==> src/rtl/rr_arbiter8.sv <==
// rr_arbiter8 - eight-requester round-robin arbiter with grant hold.
//
// The winner is the first requester found scanning from ptr upward, wrapping
// 7 -> 0. A grant is held until the owner asserts done, drops its request,
// or has held the resource for MAX_HOLD BUSY cycles. Every release rotates
// ptr to the slot after the released owner and forces one IDLE cycle.
//
// Ports:
//   clk        in   1  system clock, rising edge
//   rst_n      in   1  asynchronous active-low reset
//   req        in   8  level-sensitive request vector, bit k = requester k
//   done       in   1  owner releases the resource (sampled only in BUSY)
//   gnt        out  8  registered one-hot grant, zero when nothing granted
//   gnt_idx    out  3  binary index of the gnt bit, zero when no grant
//   gnt_valid  out  1  high while a grant is held
//   timeout    out  1  one-cycle pulse when the hold limit alone forced release
//
// MAX_HOLD (0..255): hold limit in BUSY cycles; 0 disables the limit.

module rr_arbiter8 #(
  parameter int unsigned MAX_HOLD = 16
) (
  input  logic       clk,
  input  logic       rst_n,
  input  logic [7:0] req,
  input  logic       done,
  output logic [7:0] gnt,
  output logic [2:0] gnt_idx,
  output logic       gnt_valid,
  output logic       timeout
);

  typedef enum logic {
    ST_IDLE = 1'b0,
    ST_BUSY = 1'b1
  } state_t;

  state_t     r_state;
  state_t     w_state_nxt;
  logic [2:0] r_ptr;
  logic [2:0] w_ptr_nxt;
  logic [7:0] r_hold_cnt;
  logic [7:0] w_hold_cnt_nxt;
  logic [7:0] r_gnt;
  logic [7:0] w_gnt_nxt;
  logic [2:0] r_gnt_idx;
  logic [2:0] w_gnt_idx_nxt;
  logic       r_gnt_valid;
  logic       w_gnt_valid_nxt;
  logic       r_timeout;
  logic       w_timeout_nxt;

  // Rotate the request vector so that position ptr lands at bit 0; the
  // lowest set bit of the rotated vector is then the offset of the winner.
  logic [15:0] w_req_dbl;
  logic [7:0]  w_req_rot;
  logic [2:0]  w_ofs;
  logic        w_found;
  logic [2:0]  w_winner;

  assign w_req_dbl = {req, req} >> r_ptr;
  assign w_req_rot = w_req_dbl[7:0];

  always_comb begin
    w_ofs   = '0;
    w_found = 1'b0;
    for (int unsigned i = 0; i < 8; i++) begin
      if (!w_found && w_req_rot[i]) begin
        w_ofs   = 3'(i);
        w_found = 1'b1;
      end
    end
  end

  assign w_winner = r_ptr + w_ofs;

  logic w_rel_done;
  logic w_rel_drop;
  logic w_rel_limit;

  assign w_rel_done  = done;
  assign w_rel_drop  = ~req[r_gnt_idx];
  assign w_rel_limit = (MAX_HOLD != 0) && (r_hold_cnt == 8'(MAX_HOLD));

  always_comb begin
    w_state_nxt     = r_state;
    w_ptr_nxt       = r_ptr;
    w_hold_cnt_nxt  = r_hold_cnt;
    w_gnt_nxt       = r_gnt;
    w_gnt_idx_nxt   = r_gnt_idx;
    w_gnt_valid_nxt = r_gnt_valid;
    w_timeout_nxt   = 1'b0;

    case (r_state)
      ST_IDLE: begin
        if (|req) begin
          w_gnt_nxt       = 8'b1 << w_winner;
          w_gnt_idx_nxt   = w_winner;
          w_gnt_valid_nxt = 1'b1;
          w_hold_cnt_nxt  = 8'd1;
          w_state_nxt     = ST_BUSY;
        end
      end

      ST_BUSY: begin
        if (w_rel_done || w_rel_drop || w_rel_limit) begin
          w_gnt_nxt       = '0;
          w_gnt_idx_nxt   = '0;
          w_gnt_valid_nxt = 1'b0;
          w_hold_cnt_nxt  = '0;
          w_ptr_nxt       = r_gnt_idx + 3'd1;
          w_state_nxt     = ST_IDLE;
          // Only flag a timeout when the limit was the sole reason to release.
          w_timeout_nxt   = w_rel_limit && !w_rel_done && !w_rel_drop;
        end else if (r_hold_cnt != '1) begin
          w_hold_cnt_nxt  = r_hold_cnt + 8'd1;
        end
      end

      default: begin
        w_state_nxt = ST_IDLE;
      end
    endcase
  end

  always_ff @(posedge clk or negedge rst_n) begin
    if (!rst_n) begin
      r_state     <= ST_IDLE;
      r_ptr       <= '0;
      r_hold_cnt  <= '0;
      r_gnt       <= '0;
      r_gnt_idx   <= '0;
      r_gnt_valid <= 1'b0;
      r_timeout   <= 1'b0;
    end else begin
      r_state     <= w_state_nxt;
      r_ptr       <= w_ptr_nxt;
      r_hold_cnt  <= w_hold_cnt_nxt;
      r_gnt       <= w_gnt_nxt;
      r_gnt_idx   <= w_gnt_idx_nxt;
      r_gnt_valid <= w_gnt_valid_nxt;
      r_timeout   <= w_timeout_nxt;
    end
  end

  assign gnt       = r_gnt;
  assign gnt_idx   = r_gnt_idx;
  assign gnt_valid = r_gnt_valid;
  assign timeout   = r_timeout;

endmodule

==> config.mk <==
export PLATFORM = sky130hd
export DESIGN_NAME = rr_arbiter8
export DESIGN_NICKNAME = d
export VERILOG_FILES = /design/src/rtl/rr_arbiter8.sv
export SDC_FILE = /design/constraint.sdc
export NUM_CORES = 1
export LEC_CHECK = 0
export ABC_AREA = 1
export BUFFER_PORTS_ARGS = -buffer_cell sky130_fd_sc_hd__buf_2
export CAP_MARGIN = 20
export CORE_MARGIN = 5
export CORE_UTILIZATION = 45
export DETAILED_ROUTE_END_ITERATION = 7
export PLACE_DENSITY = 0.67
export SETUP_SLACK_MARGIN = 0.05
export SYNTH_ARGS = -nofsm -noshare
export SYNTH_HDL_FRONTEND = slang
export SYNTH_SLANG_ARGS = --single-unit
export TNS_END_PERCENT = 50
==> constraint.sdc <==
create_clock -name clk -period 2.5 [get_ports clk]
set_input_delay 0.375 -clock clk [delete_from_list [all_inputs] [get_ports clk]]
set_output_delay 0.375 -clock clk [all_outputs]
set_load 0.02 [all_outputs]
* Word-level counts from Yosys, hierarchy flattened
Index checks and enable logic that the tools add are counted.
Word-level totals: flip-flop bits (word level) 25
Cells by class: add/subtract/negate cells 3, magnitude comparators 1, equal/unequal tests 5, shifts and indexed selects 2, muxes and demuxes 34, bitwise logic cells 2, reductions and logical operators 23
Operators by type and width (number):
- $mux 8 | 5
- $pmux 8 s2 | 2
- $mux 3 | 6
- $shr 16x3->8 | 1
- $mux 1 | 15
- $logic_and 1x1->1 | 9
- $add 8x1->8 const B | 1
- $eq 8x5->1 const B | 1
- $logic_not 1->1 | 8
- $ne 8x8->1 const B | 1
- $reduce_or 8->1 | 1
- $shl 1x3->8 const A | 1
- $pmux 3 s2 | 1
- $reduce_and 2->1 | 3
- $lt 3x4->1 const B | 1
- $mux 2 | 2
- $pmux 1 s2 | 2
- $add 3x1->3 const B | 1
- $add 3x3->3 | 1
- $bmux 1 s3 | 1
- $ne 3x1->1 const B | 1
- $logic_or 1x1->1 | 2
- $ne 2x1->1 const B | 1
- $ne 2x2->1 const B | 1
- $not 1->1 | 2

* Logic depth before layout (Yosys ltp)
Gate-level depths: netlist of the first run.
word-level depth 27, mapped depth 20

* Least setup slack after synthesis of the first run
No wires, ideal clock.
kind register to register, start register r_ptr[0], end register r_gnt[7], in the netlist gnt[7], arrival time 2472 ps, required time 2382 ps, slack -89 ps, cell stages (with the launch flop) 20, buffers on the path 1, period minus slack after synthesis 2589 ps, cells stage by stage dfrtp_1 > buf_6 > nand2_1 > nand3_2 > nand2_1 > nand2_1 > nand2_1 > nand2_2 > nor2_4 > nand2_1 > o221ai_1 > ha_1 > inv_1 > fa_1 > xor2_1 > inv_1 > nand3_1 > nand2_4 > nand3_1 > nand2_1
On the way: longest elaborated chain between the ends 27, elaborated cells on any way between the ends 33, classes of those cells add/sub: 1; shift: 2; mux: 16; reduce/logical: 14
Ends and longest elaborated chain:
- start: declaration | RTL line 40 | logic [2:0] r_ptr;
- start signal: assignment | RTL line 137 | r_ptr <= w_ptr_nxt;
- $shr 16x3->8 | RTL line 61 | assign w_req_dbl = {req, req} >> r_ptr;
- $mux 1 | RTL line 68 | if (!w_found && w_req_rot[i]) begin
- $logic_not 1->1 | RTL line 68
- $logic_and 1x1->1 | RTL line 68
- $mux 1 | RTL line 68
- $logic_not 1->1 | RTL line 68
- $logic_and 1x1->1 | RTL line 68
- $mux 1 | RTL line 68
- (+11 left out)
- $mux 1 | RTL line 68
- $logic_not 1->1 | RTL line 68
- $logic_and 1x1->1 | RTL line 68
- $mux 3 | RTL line 68
- $add 3x3->3 (*) | RTL line 75 | assign w_winner = r_ptr + w_ofs;
- $shl 1x3->8 (*) | RTL line 97 | w_gnt_nxt = 8'b1 << w_winner;
- $mux 8 (*) | RTL line 96 | if (|req) begin
- $pmux 8 s2 (*) | RTL line 94 | case (r_state)
- end signal: assignment | RTL line 139 | r_gnt <= w_gnt_nxt;
- end: declaration | RTL line 44 | logic [7:0] r_gnt;
Mark *: on every way between the ends. The rest lies on a longest branch, timed or not. The select of a mux whose other input is x is not followed. A chain may end at the register's enable or synchronous reset.

* Final worst setup path of the first run
start register r_ptr[0], end register r_gnt[5], in the netlist gnt[5]
Same word-level chain as after synthesis.

==> results of run 1 <==
## layer usage
layer,GRT usage,vias to the layer above,routed length (um)
met3,0.0193,4,104
met5,0,-,0
met4,0.0553,0,58
met1,0.223,818,2040
li1,-,933,-
met2,0.327,29,2310
## state kept, by name, indices dropped and copies added (netlist names)
register	cells
gnt	8
r_hold_cnt	8
gnt_idx	3
r_ptr	3
gnt_valid	1
r_state	1
timeout	1
## worst max path at each step
stage | startpoint | to | slack [ns] | cells after the start
floorplan | r_ptr[0] | gnt[4] | -0.0006 | 19
global placement | r_ptr[0] | gnt[4] | -0.29 | 19
detailed placement | r_ptr[0] | gnt[4] | -0.34 | 19
CTS | r_ptr[0] | gnt[4] | -0.15 | 19
global route | r_ptr[0] | gnt[4] | -0.36 | 20
finish | r_ptr[0] | gnt[5] | -0.17 | 19
## critical path: stages (launching register included)
cell and delay (ns):
sky130_fd_sc_hd__dfrtp_2 0.43, sky130_fd_sc_hd__buf_6 0.14, sky130_fd_sc_hd__nand2_2 0.08, sky130_fd_sc_hd__nand3_2 0.10, sky130_fd_sc_hd__nand2_2 0.07, sky130_fd_sc_hd__nand2_2 0.06
sky130_fd_sc_hd__nand2_2 0.09, sky130_fd_sc_hd__nand2_2 0.06, sky130_fd_sc_hd__nor2_4 0.14, sky130_fd_sc_hd__nand2_2 0.08, sky130_fd_sc_hd__o221ai_2 0.16, sky130_fd_sc_hd__ha_2 0.18
sky130_fd_sc_hd__inv_1 0.05, sky130_fd_sc_hd__fa_2 0.34, sky130_fd_sc_hd__xor2_2 0.17, sky130_fd_sc_hd__inv_1 0.07, sky130_fd_sc_hd__nand3_2 0.11, sky130_fd_sc_hd__nand2_4 0.12
sky130_fd_sc_hd__nand3_1 0.08, sky130_fd_sc_hd__nand2_1 0.08
## cells by family after synthesis
group,synth area share
simple gates,0.396
buf+inv,0.0912
compound gates,0.0870
flops,0.348
xor+xnor,0.0390
fa+ha+maj,0.0390
## synth_stat cells (all sizes together)
cell,number
nand2,88
nand3,37
inv,31
dfrtp,25
o21ai,19
nor2,17
xor2,6
buf,5
nand4,5
ha,4
nor4,4
nor3,3
o22ai,2
xnor2,2
a211oi,1
a21oi,1
a31oi,1
a32oi,1
fa,1
o221ai,1
o31ai,1
## power groups by stage
stage	Clock (mW)	Sequential [mW]	Combinational (mW)
final	0.243	0.621	2.18
after global routing	0.272	0.636	2.44
after CTS	0.253	0.621	2.04
after detailed placement	0	0.660	1.77
after global placement	0	0.659	1.75
after floorplan	0	0.651	1.33
## repair_timing
action	4_1_cts	5_1_grt
setup buffers	6	2
endpoints found under the setup margin	10	10
pin swaps	6	4
resized for setup	22	15
## metrics by stage
step / TNS, ns / util / area, um^2 / setup WS, ns
after global routing: -2.98 / 0.599 / 2360 / -0.361
after floorplan: -0.00127 / - / 1830 / -0.000636
after detailed placement: -2.86 / 0.536 / 2110 / -0.340
after CTS: -1.00 / 0.579 / 2280 / -0.150
after global placement: -2.28 / 0.536 / 2110 / -0.292
final: -1.20 / 0.599 / 2360 / -0.165
## cell type report
type	count	share of cell area
Clock inverter	1	0.00318
Inverter	31	0.0525
Multi-Input combinational cell	194	0.488
Sequential cell	25	0.266
Tap cell	50	0.0265
Clock buffer	3	0.0175
Timing Repair Buffer	51	0.146
==> impl_metrics.ini, run 1 <==
[power_and_ir_drop]
clkPwrFrac = 0.080
power.ir.vdd_worst_v = 0.000679
power.switching_mw = 1.53
power_frac_seq = 0.204
totalPowerFinal_mw = 3.04
internal_power_mw = 1.51
combinationalPowerShare = 0.716
total_leakage_power_nw = 1.23
power_per_cell_area_nw_per_um2 = 1290
switching_share = 0.504

[critical_path]
crit-reg2reg-capture = gnt[5]
timing.critical_path.required_ns = 2.72
worstPathArrival_ns = 2.88
r2r_cells = 19
critPathKind = flip-flop to flip-flop
worstReg2RegStart = r_ptr[0]
regToRegSetupSlack_ns = -0.17
critPathMaxFanout = 7
timing.critical_path.from_type = flip-flop
critical_path_end_type = flip-flop

[die]
fp.dieW_um = 73.2
design.portCount = 24
placement_rows = 23
coreArea_um2 = 3940
die_height_um = 73.2
die_area_um2 = 5360
starting_density_of_the_core = 0.456

[clocking]
cts_sink_count = 25
worst_skew_pair_latency_ns = 0.27
clock_pin_slew_on_the_worst_setup_and_hold_paths_ns = 0.09
cts_tree = built
cts_root_buffer = sky130_fd_sc_hd__clkbuf_8
numCtsBuffers = 3
cts-root-to-sink-buffers = 2
cts.hold.buffers_added = 0
clock_tree.htree_level_count = 1

[synthesis]
netlist.top_cell.by_area = sky130_fd_sc_hd__dfrtp_1
avg_synthesized_cell_area_um2 = 7.05
synth.cell_area_um2 = 1800
library_cells_used_by_synthesis = 32
netlist_instances = 255
syn_nets = 271
sequential_to_total_area_share_from_yosys_stat = 0.348
synthDominantCellAreaShare = 0.348
synth-warning-count = 0
ys_ff_latch = 25
synth_area_leaders = sky130_fd_sc_hd__dfrtp_1 35%, sky130_fd_sc_hd__nand2_1 16%, sky130_fd_sc_hd__nand3_1 9.7%, sky130_fd_sc_hd__inv_1 5.8%, sky130_fd_sc_hd__o21ai_0 4.5%

[layout]
layout.cells.most_common_list = 58 x sky130_fd_sc_hd__nand2_1, 27 x sky130_fd_sc_hd__inv_1, 26 x sky130_fd_sc_hd__nand2_2
seq_area_um2 = 628
insertedDiodeCount = 0
drive_above_1_share = 0.370
area_growth_syn_to_layout_pct = 31.3
nFillCells = 379
layout.nets = 322
final_common_cell = sky130_fd_sc_hd__nand2_1
multi_input_comb_area_um2 = 1150
finish.cell_count_without_fillers = 355

[sta]
fin_skew_ns = 0.00772
period_minus_slack_ns = 2.67
finalCritPeriodShare = 1.07
rsz_0062_raised_after_global_routing = true
tightest_slew_ns = 0.568
clock.fmax_mhz = 375
max-slew-margin-rel = 0.621
postLayoutSetupSlackWorst_ns = -0.165
final-max-slew-violation-count = 0
setup_viol = 9
timing_hold_violations_final = 0
worst_hold_slack_ns = 0.0860

[flow_run]
cap_viol_max_count = 0

[placed_design]
dp_cells = 343
io_buffer_count = 23
gpl.final_weighted_congestion = 0.909
post-dp-hpwl_um = 3230

[global_routing]
grt_antenna_before_repair = 0
grt_pass1_vias = 1737
grt_max_degree = 26
track_usage = 0.181
global_route_total_overflow = 0
grt_pass1_wl_um = 7640

[route]
drt_drc_violations_left = 0
antenna_left = 0
postRouteWirelength_um = 4520
avgViaCountPerCell = 5.03
detailedRoute.firstPassIterationCount = 4
detailedRoute.firstIterationViolations = 76
routed-via-count = 1784
routedWlPerCell_um = 12.7

[hold_path]
worst_hold_path_type = input pin to async pin

[run_status]
run_status = finished, violations left
failed_checks = setup timing
Power figures use the tool's default switching activity.
==> inputs of run 2 (changes only) <==
--- a/config.mk
+++ b/config.mk
@@ -12,6 +12,7 @@
 export CORE_UTILIZATION = 45
 export DETAILED_ROUTE_END_ITERATION = 7
 export PLACE_DENSITY = 0.67
+export REMOVE_ABC_BUFFERS = 1
 export SETUP_SLACK_MARGIN = 0.05
 export SYNTH_ARGS = -nofsm -noshare
 export SYNTH_HDL_FRONTEND = slang
==> run 2 against run 1 <==
Against the previous run:
- the run still ends with setup timing left
- critical path depth grew 1
- core utilization grew 1.3 points
- sequential share of layout area shrank 0.57 points
- first-iteration DRC count shrank 28%
- total power grew 4.7%
- clock skew shrank 0.0061 ns
- via count grew 3.0%
- sequential cell count is the same
- cell count grew 0.85%
- routed wire length grew 1.5%
- highest routed layer unchanged
==> impl_metrics.ini, run 2 (same netlist as run 1, synthesis figures left out) <==
[critical_path]
worstPathArrival_ns = 2.95
crit_path_end = gnt[5]
timing.critical_path.required_ns = 2.70
timing.critical_path.from_type = flip-flop
worstReg2RegStart = r_ptr[0]
r2r_cells = 20
crit-reg2reg-capture = gnt[5]
critical_path_end_type = flip-flop
critPathMaxFanout = 8
critPathKind = flip-flop to flip-flop
crit_start = r_ptr[0]
regToRegSetupSlack_ns = -0.24

[layout]
drive_above_1_share = 0.386
insertedDiodeCount = 0
layout.cells.most_common_list = 57 x sky130_fd_sc_hd__nand2_1, 29 x sky130_fd_sc_hd__buf_4, 26 x sky130_fd_sc_hd__inv_1
area_growth_syn_to_layout_pct = 34.2
nFillCells = 358
layout.nets = 325
final_common_cell = sky130_fd_sc_hd__nand2_1

[clocking]
clock_tree.htree_level_count = 1
numCtsBuffers = 3
cts_tree = built
cts-root-to-sink-buffers = 2
worst_skew_pair_latency_ns = 0.26
cts_sink_count = 25
cts_root_buffer = sky130_fd_sc_hd__clkbuf_8
clock_pin_slew_on_the_worst_setup_and_hold_paths_ns = 0.08

[die]
coreArea_um2 = 3940
starting_density_of_the_core = 0.456
design.portCount = 24
die_area_um2 = 5360
fp.dieW_um = 73.2
placement_rows = 23
die_height_um = 73.2

[global_routing]
grt_pass1_wl_um = 7530
track_usage = 0.175
grt_pass1_vias = 1752
grt_max_degree = 26
grt_antenna_before_repair = 0
global_route_total_overflow = 0

[route]
avgViaCountPerCell = 5.13
drt_drc_violations_left = 0
routedWlPerCell_um = 12.8
routed-via-count = 1838
detailedRoute.firstPassIterationCount = 4
detailedRoute.firstIterationViolations = 55
postRouteWirelength_um = 4590
antenna_left = 0

[hold_path]
worst_hold_path_type = input pin to async pin

[power_and_ir_drop]
power.ir.vdd_worst_v = 0.000871
power_per_cell_area_nw_per_um2 = 1320
total_leakage_power_nw = 1.26

[run_status]
failed_checks = setup timing
run_status = finished, violations left

[sta]
setup_viol = 10
fin_skew_ns = 0.00164
clock.fmax_mhz = 365
fin_setup_tns_ns = -2.03
max-slew-margin-rel = 0.626
period_minus_slack_ns = 2.74
postLayoutSetupSlackWorst_ns = -0.241
tightest_slew_ns = 0.561
rsz_0062_raised_after_global_routing = true
finalCritPeriodShare = 1.10
final-max-slew-violation-count = 0
timing_hold_violations_final = 0

[placed_design]
gpl.final_weighted_congestion = 0.803
post-dp-hpwl_um = 3220
post-place-ws_ns = -0.377
io_buffer_count = 23

[flow_run]
cap_viol_max_count = 0
-- run 2: changes by cell type in the layout (fill, tap and decap cells not counted), sizes merged --
cell      previous run  this run
buf                 51        54
clkbuf               3         4
clkinvlp             1         0
-- run 2: critical path, cell delays in order (launching register included) --
cell and delay (ns):
sky130_fd_sc_hd__dfrtp_2 0.38, sky130_fd_sc_hd__buf_6 0.15, sky130_fd_sc_hd__inv_8 0.06, sky130_fd_sc_hd__nand2_2 0.08, sky130_fd_sc_hd__nand3_1 0.07, sky130_fd_sc_hd__nand2_1 0.11, sky130_fd_sc_hd__nand2_1 0.06, sky130_fd_sc_hd__nand2_1 0.09
sky130_fd_sc_hd__nand2_2 0.08, sky130_fd_sc_hd__nor2_4 0.12, sky130_fd_sc_hd__nand2_2 0.07, sky130_fd_sc_hd__o221ai_2 0.16, sky130_fd_sc_hd__ha_2 0.19, sky130_fd_sc_hd__inv_2 0.04, sky130_fd_sc_hd__fa_2 0.37, sky130_fd_sc_hd__xor2_1 0.16
sky130_fd_sc_hd__inv_1 0.10, sky130_fd_sc_hd__nand3_4 0.10, sky130_fd_sc_hd__nand2_4 0.15, sky130_fd_sc_hd__nand3_2 0.06, sky130_fd_sc_hd__nand2_1 0.08
-- run 2: layout make-up --
| type | count | area (um^2) | area share |
|---|---|---|---|
| Clock buffer | 4 | 45.0 | 0.0187 |
| Multi-Input combinational cell | 194 | 1190 | 0.495 |
| Timing Repair Buffer | 54 | 355 | 0.147 |
| Inverter | 31 | 126 | 0.0524 |
| Sequential cell | 25 | 628 | 0.260 |
| Tap cell | 50 | 62.6 | 0.0259 |
-- run 2: worst min path at each step --
stage,startpoint,to,slack [ns],cells past startpoint
6_report,rst_n,r_hold_cnt[6],0.09,1
5_1_grt,rst_n,timeout,0.13,1
4_1_cts,rst_n,r_hold_cnt[6],0.11,1
3_5_place_dp,rst_n,r_hold_cnt[6],0.40,1
3_3_place_gp,rst_n,r_hold_cnt[6],0.39,1
2_1_floorplan,rst_n,gnt[0],0.08,0
-- run 2: power breakdown --
| group | leakage, nW | switching, mW | total (mW) | internal [mW] |
|---|---|---|---|---|
| Clock | 0.0228 | 0.119 | 0.233 | 0.114 |
| Combinational | 0.911 | 1.38 | 2.32 | 0.939 |
| Sequential | 0.329 | 0.113 | 0.631 | 0.518 |
-- run 2: stage by stage --
stage          instance area [um^2]  power, mW  utilization  hold WS, ns  std cells
3_3_place_gp                   2120       2.45        0.537        0.394        347
4_1_cts                        2330       3.03        0.591        0.109        357
2_1_floorplan                  1760       1.87            -       0.0794        250
3_5_place_dp                   2120       2.47        0.537        0.401        347
5_1_grt                        2410       3.47        0.612        0.133        358
6_report                       2410       3.18        0.612       0.0940        358
-- run 2: repair_timing --
| item | 4_1_cts | 5_1_grt |
|---|---|---|
| resized for setup | 39 | 18 |
| setup buffers | 6 | 1 |
| hold buffers | 0 | 0 |
| pin swaps | 21 | 8 |
| setup endpoints to repair | 10 | 10 |
-- run 2: per-layer routing --
layer  part of all wire  up-vias  GRT usage
met3              0.027       12     0.0152
met4              0.022        0     0.0738
li1                   -      943          -
met1               0.45      848      0.227
met2               0.50       35      0.297
met5                  0        -          0
==> inputs of run 3 (changes only) <==
--- a/config.mk
+++ b/config.mk
@@ -5,15 +5,14 @@
 export SDC_FILE = /design/constraint.sdc
 export NUM_CORES = 1
 export LEC_CHECK = 0
-export ABC_AREA = 1
 export BUFFER_PORTS_ARGS = -buffer_cell sky130_fd_sc_hd__buf_2
 export CAP_MARGIN = 20
-export CORE_MARGIN = 5
 export CORE_UTILIZATION = 45
 export DETAILED_ROUTE_END_ITERATION = 7
 export PLACE_DENSITY = 0.67
 export REMOVE_ABC_BUFFERS = 1
 export SETUP_SLACK_MARGIN = 0.05
+export SKIP_LAST_GASP = 1
 export SYNTH_ARGS = -nofsm -noshare
 export SYNTH_HDL_FRONTEND = slang
 export SYNTH_SLANG_ARGS = --single-unit
==> run 3 against run 2 <==
Against the previous run:
- the flow still finishes with violations (setup timing)
- non-clock buffer count rose by 15
- sequential cell count did not move
- cell count fell by 12%
- worst setup slack got worse by 0.60 ns
- die area fell by 18%
- register-to-register slack got worse by 0.60 ns
- area after synthesis rose by 3.8%
- core utilization rose by 4.7 points
- synthesized cell count fell by 22%
- total power rose by 8.2%
- first-iteration DRC count rose by 64%
- combinational power rose by 11%
==> impl_metrics.ini, run 3 <==
[route]
detailedRoute.firstPassIterationCount = 4
drt_drc_violations_left = 0
postRouteWirelength_um = 5040
detailedRoute.firstIterationViolations = 90
routedWlPerCell_um = 16.0
routed-via-count = 1831
avgViaCountPerCell = 5.79
antenna_left = 0

[layout]
final_common_cell = sky130_fd_sc_hd__buf_4
finish.cell_count_without_fillers = 316
drive_above_1_share = 0.447
layout.cells.most_common_list = 40 x sky130_fd_sc_hd__buf_4, 24 x sky130_fd_sc_hd__dfrtp_1, 23 x sky130_fd_sc_hd__buf_2
insertedDiodeCount = 0
layout.nets = 283
area_growth_syn_to_layout_pct = 41.3

[die]
die_area_um2 = 4410
placement_rows = 23
design.portCount = 24
coreArea_um2 = 4000
starting_density_of_the_core = 0.466
die_height_um = 66.4
fp.dieW_um = 66.4

[synthesis]
avg_synthesized_cell_area_um2 = 9.33
synth_enable_flop_cells = 0
ys_ff_latch = 25
sequential_to_total_area_share_from_yosys_stat = 0.335
yosys-top-cells-count = 25 x sky130_fd_sc_hd__dfrtp_1, 20 x sky130_fd_sc_hd__nand2_1, 18 x sky130_fd_sc_hd__nand3_1, 17 x sky130_fd_sc_hd__nor2_1, 12 x sky130_fd_sc_hd__o21ai_0
synth_area_leaders = sky130_fd_sc_hd__dfrtp_1 34%, sky130_fd_sc_hd__mux4_2 6.0%, sky130_fd_sc_hd__nand3_1 4.8%, sky130_fd_sc_hd__nand2_1 4.0%, sky130_fd_sc_hd__mux2_2 3.6%
library_cells_used_by_synthesis = 49
synth-warning-count = 0
yosysMostFrequentCell = sky130_fd_sc_hd__dfrtp_1
netlist.top_cell.by_area = sky130_fd_sc_hd__dfrtp_1
netlist_instances = 200
share_of_flip_flops_with_an_asynchronous_set_or_reset_after_synthesis = 1.00
synthDominantCellAreaShare = 0.335
synth.cell_area_um2 = 1870
dominantRegCellSynth = sky130_fd_sc_hd__dfrtp_1

[critical_path]
cpMaxStageDelayCell = sky130_fd_sc_hd__mux4_2
timing.critical_path.buf_inv = 2
r2r_cells = 10
crit-reg2reg-capture = gnt[3]
path_cells = buf_6 > mux2_4 > mux4_2 > o31ai_2 > ha_2 > inv_2 > fa_2 > nand3b_1 > or4_1 > nand3_1
critPathKind = flip-flop to flip-flop
critical_path_end_type = flip-flop
timing.critical_path.from_type = flip-flop
max_stage_delay_ns = 0.52
worstReg2RegStart = r_ptr[1]
critPathMaxFanout = 5
timing.critical_path.required_ns = 2.71
worstPathArrival_ns = 3.55
cp_top_family = multiplexers
regToRegSetupSlack_ns = -0.84

[clocking]
worst_skew_pair_latency_ns = 0.27
cts_sink_count = 25
cts_root_buffer = sky130_fd_sc_hd__clkbuf_8
clock_tree.htree_level_count = 1
clock_pin_slew_on_the_worst_setup_and_hold_paths_ns = 0.09
cts-root-to-sink-buffers = 2
numCtsBuffers = 3
cts_tree = built

[sta]
fin_skew_ns = 0.00592
final-max-slew-violation-count = 0
period_minus_slack_ns = 3.34
tightest_slew_ns = 0.646
postLayoutSetupSlackWorst_ns = -0.839
clock.fmax_mhz = 300
rsz_0062_raised_after_global_routing = true
finalCritPeriodShare = 1.34
max-slew-margin-rel = 0.566
setup_viol = 11
timing_hold_violations_final = 0
fin_setup_tns_ns = -7.46

[run_status]
failed_checks = setup timing
run_status = finished, violations left

[hold_path]
worst_hold_path_type = input pin to async pin

[power_and_ir_drop]
power_per_cell_area_nw_per_um2 = 1310
total_leakage_power_nw = 1.12
power.ir.vdd_worst_v = 0.00133

[placed_design]
post-dp-hpwl_um = 3480
post-place-ws_ns = -0.934
dp_cells = 308
io_buffer_count = 23
gpl.final_weighted_congestion = 0.905

[global_routing]
grt_max_degree = 26
track_usage = 0.243
grt_antenna_before_repair = 0
grt_pass1_wl_um = 8210
grt_pass1_vias = 1817
global_route_total_overflow = 0

[flow_run]
cap_viol_max_count = 0
-- run 3: power by group --
group	switching [mW]	internal, mW	total [mW]
logic	1.30	1.27	2.58
registers	0.111	0.516	0.627
clock network	0.128	0.114	0.242
-- run 3: repair_timing --
action                     4_1_cts  5_1_grt
pin swaps                        8       13
gates cloned                     0        0
buffers inserted                 3        1
gates resized for setup         25       29
hold buffers                     0        0
setup endpoints to repair       11       11
-- run 3: cell type report --
type / count / area (um^2)
clock buffer: 4 / 45.0
fill: 323 / 1360
inverter: 8 / 30.0
multi-input combinational: 160 / 1390
sequential: 25 / 627
tap: 50 / 62.6
timing repair buffer: 69 / 487
-- run 3: layer usage --
layer  wire, um  up-vias  GRT usage
li1           -      879          -
met3        188        6     0.0397
met5          0        -          0
met4         46        0     0.0532
met2       2580       40      0.434
met1       2220      906      0.305
-- run 3: worst max-delay path by stage --
stage / depth (start not counted) / to / from
finish: 10 / gnt[3] / r_ptr[1]
global route: 11 / gnt[3] / r_ptr[1]
CTS: 12 / gnt[3] / r_ptr[1]
detailed placement: 12 / gnt[3] / r_ptr[1]
global placement: 12 / gnt[3] / r_ptr[1]
floorplan: 10 / gnt[3] / r_ptr[1]
-- run 3: per-stage QoR --
step / hold WS [ns] / utilization / instance area (um^2) / total power [mW]
after detailed placement: 0.411 / 0.578 / 2310 / 2.44
after global placement: 0.404 / 0.578 / 2310 / 2.41
final: 0.0971 / 0.659 / 2640 / 3.45
after global routing: 0.133 / 0.659 / 2640 / 3.70
after floorplan: 0.0794 / - / 1820 / 1.73
after CTS: 0.105 / 0.622 / 2490 / 3.02
-- run 3: kinds of logic (layout without fill, tap and decap cells) --
family          Yosys count  count (layout)  synth area share
fa+ha+maj                 5               5            0.0376
simple gates             88              88             0.237
flops                    25              25             0.335
xor+xnor                  8               8            0.0376
mux                      19              19             0.145
compound gates           40              40             0.167
buf+inv                  15              81            0.0402
